`config.mk`:
```
export PLATFORM = sky130hd
export DESIGN_NAME = controler_semafor
export DESIGN_NICKNAME = d
export VERILOG_FILES = /design/src/rtl/semafor_pkg.sv /design/src/rtl/controler_semafor_numarator_secunde.sv /design/src/rtl/controler_semafor.sv
export SDC_FILE = /design/constraint.sdc
export NUM_CORES = 1
export LEC_CHECK = 0
export CAP_MARGIN = 25
export CORE_UTILIZATION = 25
export CTS_CLUSTER_SIZE = 20
export DETAILED_ROUTE_END_ITERATION = 8
export PLACE_DENSITY = 0.48
export SETUP_SLACK_MARGIN = 0.4
export SLEW_MARGIN = 20
export SYNTH_ARGS = -nofsm -noshare
export SYNTH_HDL_FRONTEND = slang
export SYNTH_SLANG_ARGS = --single-unit
```
`constraint.sdc`:
```
create_clock -name clk_i -period 1.9 [get_ports clk_i]
set_input_delay 0.38 -clock clk_i [delete_from_list [all_inputs] [get_ports clk_i]]
set_output_delay 0.38 -clock clk_i [all_outputs]
set_load 0.05 [all_outputs]
```
`src/rtl/semafor_pkg.sv`:
```
// Shared types and constants for the traffic-light sequencer: phase encoding,
// lamp codes and the default phase durations.
package semafor_pkg;

   typedef enum logic [1:0] {
      ROSU   = 2'd0,
      VERDE  = 2'd1,
      GALBEN = 2'd2
   } stare_t;

   // Lamp vector order is {rosu, galben, verde}
   localparam logic [2:0] LUMINI_ROSU   = 3'b100;
   localparam logic [2:0] LUMINI_GALBEN = 3'b010;
   localparam logic [2:0] LUMINI_VERDE  = 3'b001;

   localparam int unsigned LATIME_IMPLICIT     = 6;
   localparam int unsigned SEC_ROSU_IMPLICIT   = 10;
   localparam int unsigned SEC_VERDE_IMPLICIT  = 10;
   localparam int unsigned SEC_GALBEN_IMPLICIT = 3;
   localparam int unsigned SEC_PIETON_IMPLICIT = 3;

   function automatic logic [2:0] lumini_pentru(input stare_t s);
      logic [2:0] l;
      l = LUMINI_ROSU;
      case (s)
         VERDE:   l = LUMINI_VERDE;
         GALBEN:  l = LUMINI_GALBEN;
         default: l = LUMINI_ROSU;
      endcase
      return l;
   endfunction

endpackage

```
`src/rtl/controler_semafor_numarator_secunde.sv`:
```
// Loadable seconds down-counter; flags when the count sits at 1 so the
// sequencer knows the current phase is on its last second.
module numarator_secunde #(
   parameter int unsigned            LATIME    = 6,
   parameter logic [LATIME-1:0]      VAL_RESET = '0
) (
   input  logic              clk,
   input  logic              rst,
   input  logic              incarca,
   input  logic [LATIME-1:0] valoare,
   input  logic              decrementeaza,
   output logic [LATIME-1:0] secunde,
   output logic              unu
);

   always_ff @(posedge clk or posedge rst) begin
      if (rst) begin
         secunde <= VAL_RESET;
      end else if (incarca) begin
         secunde <= valoare;
      end else if (decrementeaza) begin
         secunde <= secunde - 1'b1;
      end
   end

   assign unu = (secunde == LATIME'(1));

endmodule

```
`src/rtl/controler_semafor.sv`:
```
// Traffic-light sequencer ROSU -> VERDE -> GALBEN with a per-phase seconds
// countdown and a latched pedestrian request that shortens the green phase.
module controler_semafor
   import semafor_pkg::*;
#(
   parameter int unsigned LATIME     = LATIME_IMPLICIT,
   parameter int unsigned SEC_ROSU   = SEC_ROSU_IMPLICIT,
   parameter int unsigned SEC_VERDE  = SEC_VERDE_IMPLICIT,
   parameter int unsigned SEC_GALBEN = SEC_GALBEN_IMPLICIT,
   parameter int unsigned SEC_PIETON = SEC_PIETON_IMPLICIT
) (
   input  logic              clk_i,
   input  logic              reset_i,
   input  logic              enable,
   input  logic              puls_1_sec,
   input  logic              cerere_pieton,
   output logic [2:0]        lumini,
   output logic [LATIME-1:0] secunde,
   output logic              cerere_memorata,
   output logic              schimbare
);

   localparam int unsigned MAX_SEC = (1 << LATIME) - 1;

   if (SEC_ROSU < 1 || SEC_ROSU > MAX_SEC || SEC_VERDE < 1 || SEC_VERDE > MAX_SEC ||
       SEC_GALBEN < 1 || SEC_GALBEN > MAX_SEC || SEC_PIETON < 1 || SEC_PIETON > MAX_SEC ||
       SEC_PIETON >= SEC_VERDE) begin : g_parametri_invalizi
      $error("controler_semafor: durations must lie in 1..2^LATIME-1 and SEC_PIETON < SEC_VERDE");
   end

   localparam logic [LATIME-1:0] V_ROSU   = LATIME'(SEC_ROSU);
   localparam logic [LATIME-1:0] V_VERDE  = LATIME'(SEC_VERDE);
   localparam logic [LATIME-1:0] V_GALBEN = LATIME'(SEC_GALBEN);
   localparam logic [LATIME-1:0] V_PIETON = LATIME'(SEC_PIETON);

   stare_t            stare, stare_urm;
   logic              tick;
   logic              unu;
   logic              incarca;
   logic              decrementeaza;
   logic [LATIME-1:0] valoare;
   logic              schimbare_urm;
   logic              cerere_urm;

   assign tick = puls_1_sec & enable;

   numarator_secunde #(
      .LATIME    (LATIME),
      .VAL_RESET (V_ROSU)
   ) u_numarator (
      .clk           (clk_i),
      .rst           (reset_i),
      .incarca       (incarca),
      .valoare       (valoare),
      .decrementeaza (decrementeaza),
      .secunde       (secunde),
      .unu           (unu)
   );

   always_ff @(posedge clk_i or posedge reset_i) begin
      if (reset_i) begin
         stare           <= ROSU;
         lumini          <= LUMINI_ROSU;
         cerere_memorata <= 1'b0;
         schimbare       <= 1'b0;
      end else begin
         stare           <= stare_urm;
         lumini          <= lumini_pentru(stare_urm);
         cerere_memorata <= cerere_urm;
         schimbare       <= schimbare_urm;
      end
   end

   always_comb begin
      stare_urm     = stare;
      incarca       = 1'b0;
      decrementeaza = 1'b0;
      valoare       = V_ROSU;
      schimbare_urm = 1'b0;
      // The clear on red entry takes priority over a request in the same cycle
      cerere_urm    = cerere_memorata | cerere_pieton;
      if (tick) begin
         if (unu) begin
            incarca       = 1'b1;
            schimbare_urm = 1'b1;
            case (stare)
               ROSU: begin
                  stare_urm = VERDE;
                  valoare   = V_VERDE;
               end
               VERDE: begin
                  stare_urm = GALBEN;
                  valoare   = V_GALBEN;
               end
               default: begin
                  stare_urm  = ROSU;
                  valoare    = V_ROSU;
                  cerere_urm = 1'b0;
               end
            endcase
         end else if (stare == VERDE && cerere_memorata && secunde > V_PIETON) begin
            incarca = 1'b1;
            valoare = V_PIETON;
         end else begin
            decrementeaza = 1'b1;
         end
      end
   end

endmodule

```
# == Word level (Yosys, flattened, before mapping) ==
# Index checks and enable logic that the tools add are counted.
# classes
div_mod_pow,0
shifts,0
n_eq_ne,4
add_sub_neg,1
n_reduce_logical,5
n_mux,21
magnitude_cmp,1
mul,0
n_bitwise,2
# op_table
operator,count
two-way mux 6 bit,4
two-way mux 1 bit,11
two-way mux 4 bit,2
== test 6 x 1 -> 1 bit (second input constant),1
greater-than comparator 6 x 2 -> 1 bit (second input constant),1
one-hot mux 3 bit (2 select lines),1
subtractor 6 x 1 -> 6 bit (second input constant),1
== test 2 x 1 -> 1 bit (second input constant),2
two-way mux 2 bit,2
one-hot mux 2 bit (2 select lines),1
== test 2 bit (second input constant),1
logical AND 1 bit,2
logical NOT 2 bit,1
nonzero test 2 bit,1
OR reduction 2 bit,1
AND 1 bit,1
OR 1 bit,1
# word_totals
in_bits,5
rom_bits,0
out_inout_bits,11
wordCells,39
n_memories,0
reg_bits,13
latchBits,0
ram_bits,0

# == Logic depth before layout (Yosys ltp) ==
# Gate-level depths: netlist of run 1.
# logic_depth
ltp_word,8
mapped_depth,7
ltp_nobuf,7

# == Hierarchy ==
# Synthesis of run 1 repeated with hierarchy kept, for this count alone.
# hier_totals
cells_unflattened,70
hier_area_um2,699.4
# by_module_without_submodules
mod,cells_per_inst,n_inst,area_each_um2
numarator_secunde,38,1,369.1
controler_semafor,32,1,330.3

# == Worst setup path after synthesis of run 1 ==
# OpenSTA, ideal clock, no wires.
# synth_path
kind,flip-flop to flip-flop
start,register u_numarator.secunde[5]
end,register lumini[0]
path_stages_with_launch,7
setup_ns,0.121
synth_period_minus_slack_ns,1.904
slack_ns,-0.004
arrival_time_ns,1.783
path_cell_list,dfrtp_1 -> nor4_4 -> nand3_1 -> inv_1 -> mux2i_1 -> inv_1 -> ha_1
# synth_between
elab_chain_cells,5
word_cells_on_any_way,6
classes_between,eq/ne: 3; mux: 3
# synth_lines
element,line,text
start: declaration,controler_semafor_numarator_secunde.sv:12,"output logic [LATIME-1:0] secunde,"
start signal: assignment,controler_semafor_numarator_secunde.sv:20,secunde <= valoare;
start signal: assignment,controler_semafor_numarator_secunde.sv:22,secunde <= secunde - 1'b1;
== test 6 x 1 -> 1 bit (*),controler_semafor_numarator_secunde.sv:26,assign unu = (secunde == LATIME'(1));
two-way mux 2 bit (*),controler_semafor.sv:83,if (unu) begin
two-way mux 2 bit (*),controler_semafor.sv:82,if (tick) begin
named net stare_urm[0],controler_semafor.sv:36,"stare_t stare, stare_urm;"
== test 2 bit / == test 2 x 1 -> 1 bit (equally long branches),semafor_pkg.sv:25,case (s)
one-hot mux 3 bit (2 select lines) (*),semafor_pkg.sv:25,
end signal: assignment,controler_semafor.sv:68,lumini <= lumini_pentru(stare_urm);
end: declaration,controler_semafor.sv:17,"output logic [2:0] lumini,"
# The timed path passes the listed nets; every way through them passes the cells marked *.
# A chain may end at the register's enable or synchronous reset.

# == Worst setup path after layout of run 1 ==
# layout_path
start,register u_numarator.secunde[2]
end,register u_numarator.secunde[2]
# layout_between
elab_chain_cells,6
word_cells_on_any_way,15
classes_between,add/sub: 1; order compare: 1; eq/ne: 1; mux: 10; reduce/logical: 2
# layout_lines
element,line,text
greater-than comparator 6 x 2 -> 1 bit,controler_semafor.sv:101,end else if (stare == VERDE && cerere_memorata && secunde > V_PIETON) begin
logical AND 1 bit,controler_semafor.sv:101,
two-way mux 1 bit,controler_semafor.sv:101,
two-way mux 1 bit,controler_semafor.sv:83,
two-way mux 1 bit,controler_semafor.sv:82,
two-way mux 6 bit / nonzero test 2 bit (equally long branches),--,
# Several ways; a longest one is shown, not always the timed one. The select of a mux whose other input is x is not followed.

==> Flow_metrics.wiki, run 1 <==
{| class="wikitable"
! Metric !! Value
|-
| Run status || finished, final reports clean
|-
| Cell at the root of the clock tree || sky130_fd_sc_hd__clkbuf_4
|-
| Relative contribution of sequential cells to total power || a little over a third
|-
| Synth async-reset ratio || 100.0%
|-
| Number of different library cells in the post-synthesis netlist || 28
|-
| Post-placement cell area || 907.1 µm²
|-
| Area enclosed by the die boundary || 0.002972 mm²
|-
| Antenna Violating Nets Remaining || 0
|-
| Data arrival time of the critical path || 1.82 ns
|-
| Final standard cell utilization of the core || 39.77%
|-
| Post-synthesis sequential area ratio || 47.73%
|-
| Count of input and output buffers || 15
|-
| Clk slew on worst S/H paths || approximately 0.09 ns
|-
| Syn Inst Count || 66
|-
| Maximum net fanout on the critical path || 8
|-
| TritonCTS Buffers || 3
|-
| Actual transition at the worst max-transition pin || 0.5231 ns
|-
| Number of rows in the core area || 18
|-
| Capturing element type of the critical path || register
|-
| Top cell type's share of synthesized area || 36.30%
|-
| Final Cycle Share || 84.90%
|-
| Dominant cell by count in the synthesized netlist || sky130_fd_sc_hd__dfrtp_1
|-
| Minimum clock period after layout || 1.613 ns
|-
| Global-route wire length before repair || 2449 µm
|-
| Number of placed instances with taps included || 113
|-
| Final RePlAce weighted congestion || approximately 0.7
|-
| Layout Cell Area excl Fill || 0.001012 mm²
|-
| Yosys top cell by area || sky130_fd_sc_hd__dfrtp_1
|-
| Area growth syn-to-layout || 46.82%
|-
| Global-route usage over all layers || 12.33%
|-
| Horizontal die dimension || 54.52 µm
|-
| Final standard cell count with taps included and fillers excluded || 124
|-
| Reported max-cap violation count || 0
|-
| Final Hold Fails || 0
|-
| Mapped Avg Cell Area || 10.45 µm²
|-
| Detail-routed via count per cell || 4.726
|-
| Largest net degree at the start of global routing || 14
|-
| Post-synth net total || 75
|-
| Nets || ~100
|-
| Combined flip-flop and latch cell area || 337.8 µm²
|-
| Power dissipated by switching net loads || 484.5 µW
|-
| Fraction of final layout cells with drive strength greater than 1 || between 40% and 50%
|-
| Length of routed wiring on met1 || 749 µm
|-
| Congestion Overflow GR || 0
|-
| Startpoint of the lowest-slack register-to-register path || u_numarator.secunde[2]$_DFFE_PP0P_
|-
| Area of the core || about 0.0025 mm²
|-
| Final HPWL DP || 1029 µm
|-
| WP buf/inv || 1
|-
| Kind of start point of the critical path || register
|-
| Drt initial violations || 10
|-
| CTS tree || built
|-
| Flops & latches, synth || 13
|-
| Pint || between 600 and 700 µW
|-
| Final-layout worst hold slack || 0.4202 ns
|-
| Hold WC Path Type || in -> async
|-
| Cells on worst reg2reg path || 5
|-
| Setup violations, final || 0
|-
| Kind of critical path || reg -> reg
|-
| Worst path max stage delay || between 0.4 and 0.5 ns
|-
| Fin Setup TNS || 0 ns
|-
| Via count || 586
|-
| Max Used Layer || met4
|-
| Worst reg-to-reg setup slack || 0.29 ns
|-
| Largest cells by area after synthesis || sky130_fd_sc_hd__dfrtp_1, sky130_fd_sc_hd__dfstp_2, sky130_fd_sc_hd__ha_1
|-
| Combinational cell fraction of total power || between 40% and 50%
|-
| Number of clock sinks || 13
|-
| Max Freq || around 620 MHz
|-
| Net switching fraction of the power || 42.48%
|-
| CP max-delay cell || sky130_fd_sc_hd__dfrtp_2
|-
| Crit path required time || 2.11 ns
|-
| Critical path cell sequence || buf_4, o41a_1, a22oi_4, a31oi_1, a31oi_1
|-
| Metal2 WL || 689 µm
|-
| Clock insertion delay at the later pin of the skew report || 0.28 ns
|-
| Max-slew headroom || between 60% and 70%
|-
| Leakage power || ~0.45 nW
|-
| End of the worst register-to-register path || u_numarator.secunde[2]$_DFFE_PP0P_
|-
| Leading post-synthesis cells by instance count || sky130_fd_sc_hd__dfrtp_1, sky130_fd_sc_hd__inv_1, sky130_fd_sc_hd__nand2_1, sky130_fd_sc_hd__nor2_1
|-
| Routed wire length per instance || 12.45 µm
|-
| Area of the mapped netlist || 689.4 µm²
|-
| Power density normalized to cell area || 1127 mW/mm²
|-
| Aggregate routed wire length || 1544 µm
|-
| Number of inserted filler cells in the final layout || around 260
|-
| Unrepaired setup endpoints after global routing || yes
|-
| Yosys warns || 0
|-
| N_diodes || 0
|-
| Maximum clock insertion buffer count || 2
|-
| Most frequent cell on the critical path || sky130_fd_sc_hd__a31oi_1
|-
| Leading register cell type out of synthesis || sky130_fd_sc_hd__dfrtp_1
|-
| H-Tree Level Count || 1
|-
| Top-level I/O count || 16
|-
| # DRC || 0
|-
| Multi-input gate area in the final layout || between 300 and 400 µm²
|-
| Worst vdd rail ir drop || 758.8 µV
|-
| Via count of the first global-routing pass || 543
|-
| Die boundary height || roughly 55 µm
|-
| Clock share of power || 15.7%
|-
| Number of antenna violations at the first check in global routing || 0
|-
| Initial standard-cell utilization of the core || 27.09%
|-
| Count of TritonRoute iterations in the first routing pass || 4
|-
| Pins over their slew limit || 0
|-
| CP delay by family, top || compound AO/OA/AOI/OAI gates
|-
| Number of enable-type register cells in the synthesized netlist || 0
|-
| Met3 Wirelength || 66 µm
|-
| Worst-case clock skew || 0.003417 ns
|}
cells by family after synthesis:
kind of cell | after synthesis | synth area share (%)
and+or+nand+nor | 22 | 18.15
AOI/OAI and AO/OA | 17 | 18.33
DFF | 13 | 47.73
buffers and inverters | 8 | 5.625
adders and majority gates | 4 | 7.260
muxes | 2 | 2.904
state kept, by name (all words and copies together), names as in the netlist:
register and cells:
stare 2, u_numarator.secunde 6, schimbare 1, lumini 3
cerere_memorata 1
area by class of cell:
class,count,share of cell area [%]
well taps,30,3.708
inverters,6,2.225
clock inverters,1,0.4944
multi-input cells,45,35.60
flip-flops and latches,13,33.37
clock buffers,3,2.225
repair buffers,26,22.37
power groups by stage:
| stage | Sequential (mW) | Combinational (mW) | Clock (mW) |
|---|---|---|---|
| 6_report | 0.404 | 0.557 | 0.179 |
| 5_1_grt | 0.411 | 0.594 | 0.205 |
| 2_1_floorplan | 0.562 | 0.159 | 0 |
| 3_3_place_gp | 0.448 | 0.407 | 0 |
| 4_1_cts | 0.399 | 0.512 | 0.186 |
| 3_5_place_dp | 0.449 | 0.407 | 0 |
stage by stage:
stage	setup slack (ns)	power, mW
final	0.2869	1.141
after global routing	0.2145	1.210
after CTS	0.3054	1.097
after detailed placement	0.03416	0.8561
after global placement	0.06328	0.8554
after floorplan	0.1237	0.7212
placed cells by master (no fill, tap or decap), types with 2 or more instances in the layout:
| master | count |
|---|---|
| sky130_fd_sc_hd__buf_4 | 16 |
| sky130_fd_sc_hd__dfrtp_1 | 6 |
| sky130_fd_sc_hd__nand2_1 | 5 |
| sky130_fd_sc_hd__nor2_1 | 5 |
| sky130_fd_sc_hd__inv_1 | 5 |
| sky130_fd_sc_hd__clkdlybuf4s50_1 | 4 |
| sky130_fd_sc_hd__dfrtp_2 | 4 |
| sky130_fd_sc_hd__o21ai_1 | 3 |
| sky130_fd_sc_hd__a31oi_1 | 3 |
| sky130_fd_sc_hd__clkbuf_4 | 3 |
| sky130_fd_sc_hd__clkbuf_2 | 3 |
| sky130_fd_sc_hd__nand2b_1 | 2 |
| sky130_fd_sc_hd__a21oi_2 | 2 |
| sky130_fd_sc_hd__and2_1 | 2 |
| sky130_fd_sc_hd__a21oi_1 | 2 |
| sky130_fd_sc_hd__nand4_1 | 2 |
| sky130_fd_sc_hd__ha_1 | 2 |
| sky130_fd_sc_hd__dfstp_2 | 2 |
| sky130_fd_sc_hd__buf_12 | 2 |
metal layers:
layer | vias to the layer above | track usage [%]
met5 | - | 0
met4 | 0 | 7.692
met3 | 5 | 3.333
met2 | 12 | 17.89
met1 | 275 | 16.04
li1 | 294 | -
how the worst max path moves through the flow:
stage                                             startpoint                                 end  slack, ns  cells after the start
after floorplan           u_numarator.secunde[5]$_DFFE_PP0P_                 lumini[0]$_DFF_PP0_       0.12                      6
after global placement                                enable                 lumini[0]$_DFF_PP0_       0.06                      7
after detailed placement                          puls_1_sec                 lumini[0]$_DFF_PP0_       0.03                      7
after CTS                 u_numarator.secunde[2]$_DFFE_PP0P_                 lumini[0]$_DFF_PP0_       0.31                      6
after global routing      u_numarator.secunde[2]$_DFFE_PP0P_                 lumini[0]$_DFF_PP0_       0.21                      6
final                     u_numarator.secunde[2]$_DFFE_PP0P_  u_numarator.secunde[2]$_DFFE_PP0P_       0.29                      5
timing repair:
action                                  in CTS  in global routing
gates resized for setup                     11                  9
pin swaps                                    2                  1
setup buffers                                5                  2
endpoints found under the setup margin      14                 16
hold buffers                                 0                  0
Power figures use the tool's default switching activity.
==> inputs of run 2 (changes only) <==
clock period = 1.6 ns   (was 1.9 ns; I/O delays follow)
==> Flow_metrics.wiki, run 2 (same netlist as run 1, synthesis figures left out) <==
{| class="wikitable"
! Metric !! Value
|-
| Number of rows in the core area || 18 (unchanged)
|-
| Combined flip-flop and latch cell area || 337.8 µm² (unchanged)
|-
| Hold WC Path Type || in -> async
|-
| Final Hold Fails || 0 (unchanged)
|-
| Critical path cell sequence || nor4_4, nand3_2, inv_2, mux2i_2, inv_1, ha_2
|-
| H-Tree Level Count || 1 (unchanged)
|-
| Via count of the first global-routing pass || 609 (+12%)
|-
| Top Registers || u_numarator.secunde (6), lumini (3), stare (2)
|-
| CTS tree || built
|-
| Clock insertion delay at the later pin of the skew report || 0.29 ns (about the same)
|-
| Metal2 WL || 862 µm (+25%)
|-
| Capturing element type of the critical path || register
|-
| Met3 Wirelength || 53 µm (-20%)
|-
| CP max-delay cell || sky130_fd_sc_hd__dfrtp_2
|-
| Leakage power || 0.5320 nW (+19%)
|-
| Aggregate routed wire length || 1682 µm (+8.9%)
|-
| Number of antenna violations at the first check in global routing || 0 (unchanged)
|-
| Power density normalized to cell area || 1301 mW/mm² (+15%)
|-
| Top-level I/O count || 16 (unchanged)
|-
| Area growth syn-to-layout || 72.96%
|-
| Number of clock sinks || 13 (unchanged)
|-
| Unrepaired setup endpoints after global routing || yes
|-
| Count of input and output buffers || 15 (unchanged)
|-
| Length of routed wiring on met1 || 724 µm (-3.3%)
|-
| Final standard cell utilization of the core || 46.85% (+7.1 points)
|-
| Cell at the root of the clock tree || sky130_fd_sc_hd__clkbuf_4
|-
| Maximum clock insertion buffer count || 2 (unchanged)
|-
| Crit path required time || 1.78 ns (-0.33 ns)
|-
| Cells on worst reg2reg path || 6 (+1)
|-
| Post-layout worst setup margin || 0.01591 ns (-0.2710 ns)
|-
| Actual transition at the worst max-transition pin || 0.4893 ns (-0.03385 ns)
|-
| Largest net degree at the start of global routing || 14 (unchanged)
|-
| Startpoint of the lowest-slack register-to-register path || u_numarator.secunde[2]$_DFFE_PP0P_
|-
| Routed wire length per instance || 12.65 µm (+1.6%)
|-
| Final RePlAce weighted congestion || 0.7073 (+0.61%)
|-
| Drt initial violations || 11 (+1)
|-
| Multi-input gate area in the final layout || 360.3 µm² (unchanged)
|-
| Congestion Overflow GR || 0 (unchanged)
|-
| Worst-case clock skew || 0.009612 ns (+0.006195 ns)
|-
| Max Used Layer || met4
|-
| Setup Slack @ Placement || -0.1589 ns (-0.1930 ns)
|-
| End of the worst register-to-register path || lumini[0]$_DFF_PP0_
|-
| Maximum net fanout on the critical path || 3 (-5)
|-
| Run status || finished, final reports clean
|-
| Setup violations, final || 0 (unchanged)
|-
| Via count || 632 (+7.8%)
|-
| Data arrival time of the critical path || 1.77 ns (-0.05 ns)
|-
| Most common cell after layout, fill and taps aside || sky130_fd_sc_hd__buf_4
|-
| Number of inserted filler cells in the final layout || 255 (-0.39%)
|-
| Top library cells by usage in the layout, fill and taps aside || sky130_fd_sc_hd__buf_4, sky130_fd_sc_hd__buf_6, sky130_fd_sc_hd__buf_12
|-
| Worst path max stage delay || 0.43 ns (about the same)
|-
| Post-route total power || 1.551 mW (+36%)
|-
| Worst vdd rail ir drop || 875.5 µV (+15%)
|-
| Clk slew on worst S/H paths || 0.09 ns (about the same)
|-
| Detail-routed via count per cell || 4.752 (+0.55%)
|-
| Pins over their slew limit || 0 (unchanged)
|-
| TritonCTS Buffers || 3 (unchanged)
|-
| Max Freq || 631.3 MHz (+1.8%)
|-
| Kind of critical path || reg -> reg
|-
| Minimum clock period after layout || 1.584 ns (-0.02905 ns)
|-
| Worst reg-to-reg setup slack || 0.02 ns (-0.27 ns)
|-
| Final HPWL DP || 1144 µm (+11%)
|-
| Area of the core || 0.002545 mm² (unchanged)
|-
| Area enclosed by the die boundary || 0.002972 mm² (unchanged)
|-
| Antenna Violating Nets Remaining || 0 (unchanged)
|-
| Global-route wire length before repair || 2725 µm (+11%)
|-
| Global-route usage over all layers || 13.88% (+1.6 points)
|-
| Die boundary height || 54.52 µm (unchanged)
|-
| Reported max-cap violation count || 0 (unchanged)
|-
| Largest Register || u_numarator.secunde
|-
| Final Cycle Share || 99.01% (+14 points)
|-
| Horizontal die dimension || 54.52 µm (unchanged)
|-
| Nets || 113 (+8.7%)
|-
| Number of buffers added to fix hold violations after cts || 0 (unchanged)
|-
| # DRC || 0 (unchanged)
|-
| Max-slew headroom || 67.35% (+2.3 points)
|-
| Kind of start point of the critical path || register
|-
| Fraction of final layout cells with drive strength greater than 1 || 52.43% (+6.7 points)
|-
| Count of TritonRoute iterations in the first routing pass || 6 (+2)
|-
| N_diodes || 0 (unchanged)
|-
| Initial standard-cell utilization of the core || 27.09% (unchanged)
|-
| Flip-flop count of the largest register, all copies and words added || 6 (unchanged)
|}
==> run 2: power by group <==
part	total [mW]	switching, mW	leakage, nW	internal [mW]
Sequential	0.470	0.0618	0.154	0.408
Clock	0.215	0.122	0.0177	0.0930
Combinational	0.866	0.431	0.360	0.436
Total	1.55	0.614	0.532	0.936
==> run 2: layout make-up <==
class / instances / area share (%)
multi-input combinational: 45 / 30.22
timing repair buffer: 35 / 34.10
inverter: 6 / 1.889
clock inverter: 1 / 0.4197
sequential: 13 / 28.33
tap: 30 / 3.148
clock buffer: 3 / 1.889
==> run 2: worst max path at each step <==
stage                                       startpoint             endpoint  slack [ns]  cells past startpoint
floorplan           u_numarator.secunde[5]$_DFFE_PP0P_  lumini[0]$_DFF_PP0_       -0.15                      6
global placement                            puls_1_sec  lumini[0]$_DFF_PP0_       -0.15                      7
detailed placement                          puls_1_sec  lumini[0]$_DFF_PP0_       -0.16                      7
CTS                 u_numarator.secunde[2]$_DFFE_PP0P_  lumini[0]$_DFF_PP0_        0.03                      6
global route        u_numarator.secunde[2]$_DFFE_PP0P_  lumini[0]$_DFF_PP0_       -0.07                      6
finish              u_numarator.secunde[2]$_DFFE_PP0P_  lumini[0]$_DFF_PP0_        0.02                      6
==> run 2: layer usage <==
metal	global-route usage, %	vias up
met2	23.17	12
met3	3.056	4
met5	0	-
met4	8.974	0
li1	-	308
met1	15.82	308
==> run 2: critical path: cells and delay by family, from the launching register on <==
family | cells | cell delay, ns
flip-flops | 1 | 0.43
buffers and inverters | 2 | 0.17
AND/OR/NAND/NOR | 2 | 0.47
multiplexers | 1 | 0.22
adder cells (fa/ha/maj) | 1 | 0.18
==> run 2: through the flow <==
step	setup TNS [ns]	hold slack (ns)	instance area, µm²	cells
CTS	0	0.3590	1174	132
finish	0	0.3396	1192	133
detailed placement	-0.2957	0.5165	1025	119
global placement	-0.3114	0.5056	1025	119
global route	-0.1583	0.3969	1192	133
floorplan	-0.2518	0.1945	705.7	66
==> run 2: repair_timing <==
item / 4_1_cts / 5_1_grt
buffers inserted: 9 / 1
setup endpoints to repair: 21 / 22
pin swaps: 5 / 4
resized for setup: 15 / 4
==> inputs of run 3 (changes only) <==
SLEW_MARGIN = 10   (was 20)
==> results of run 3 <==
Same layout as run 2: the final DEF is identical, and so are final timing and power.
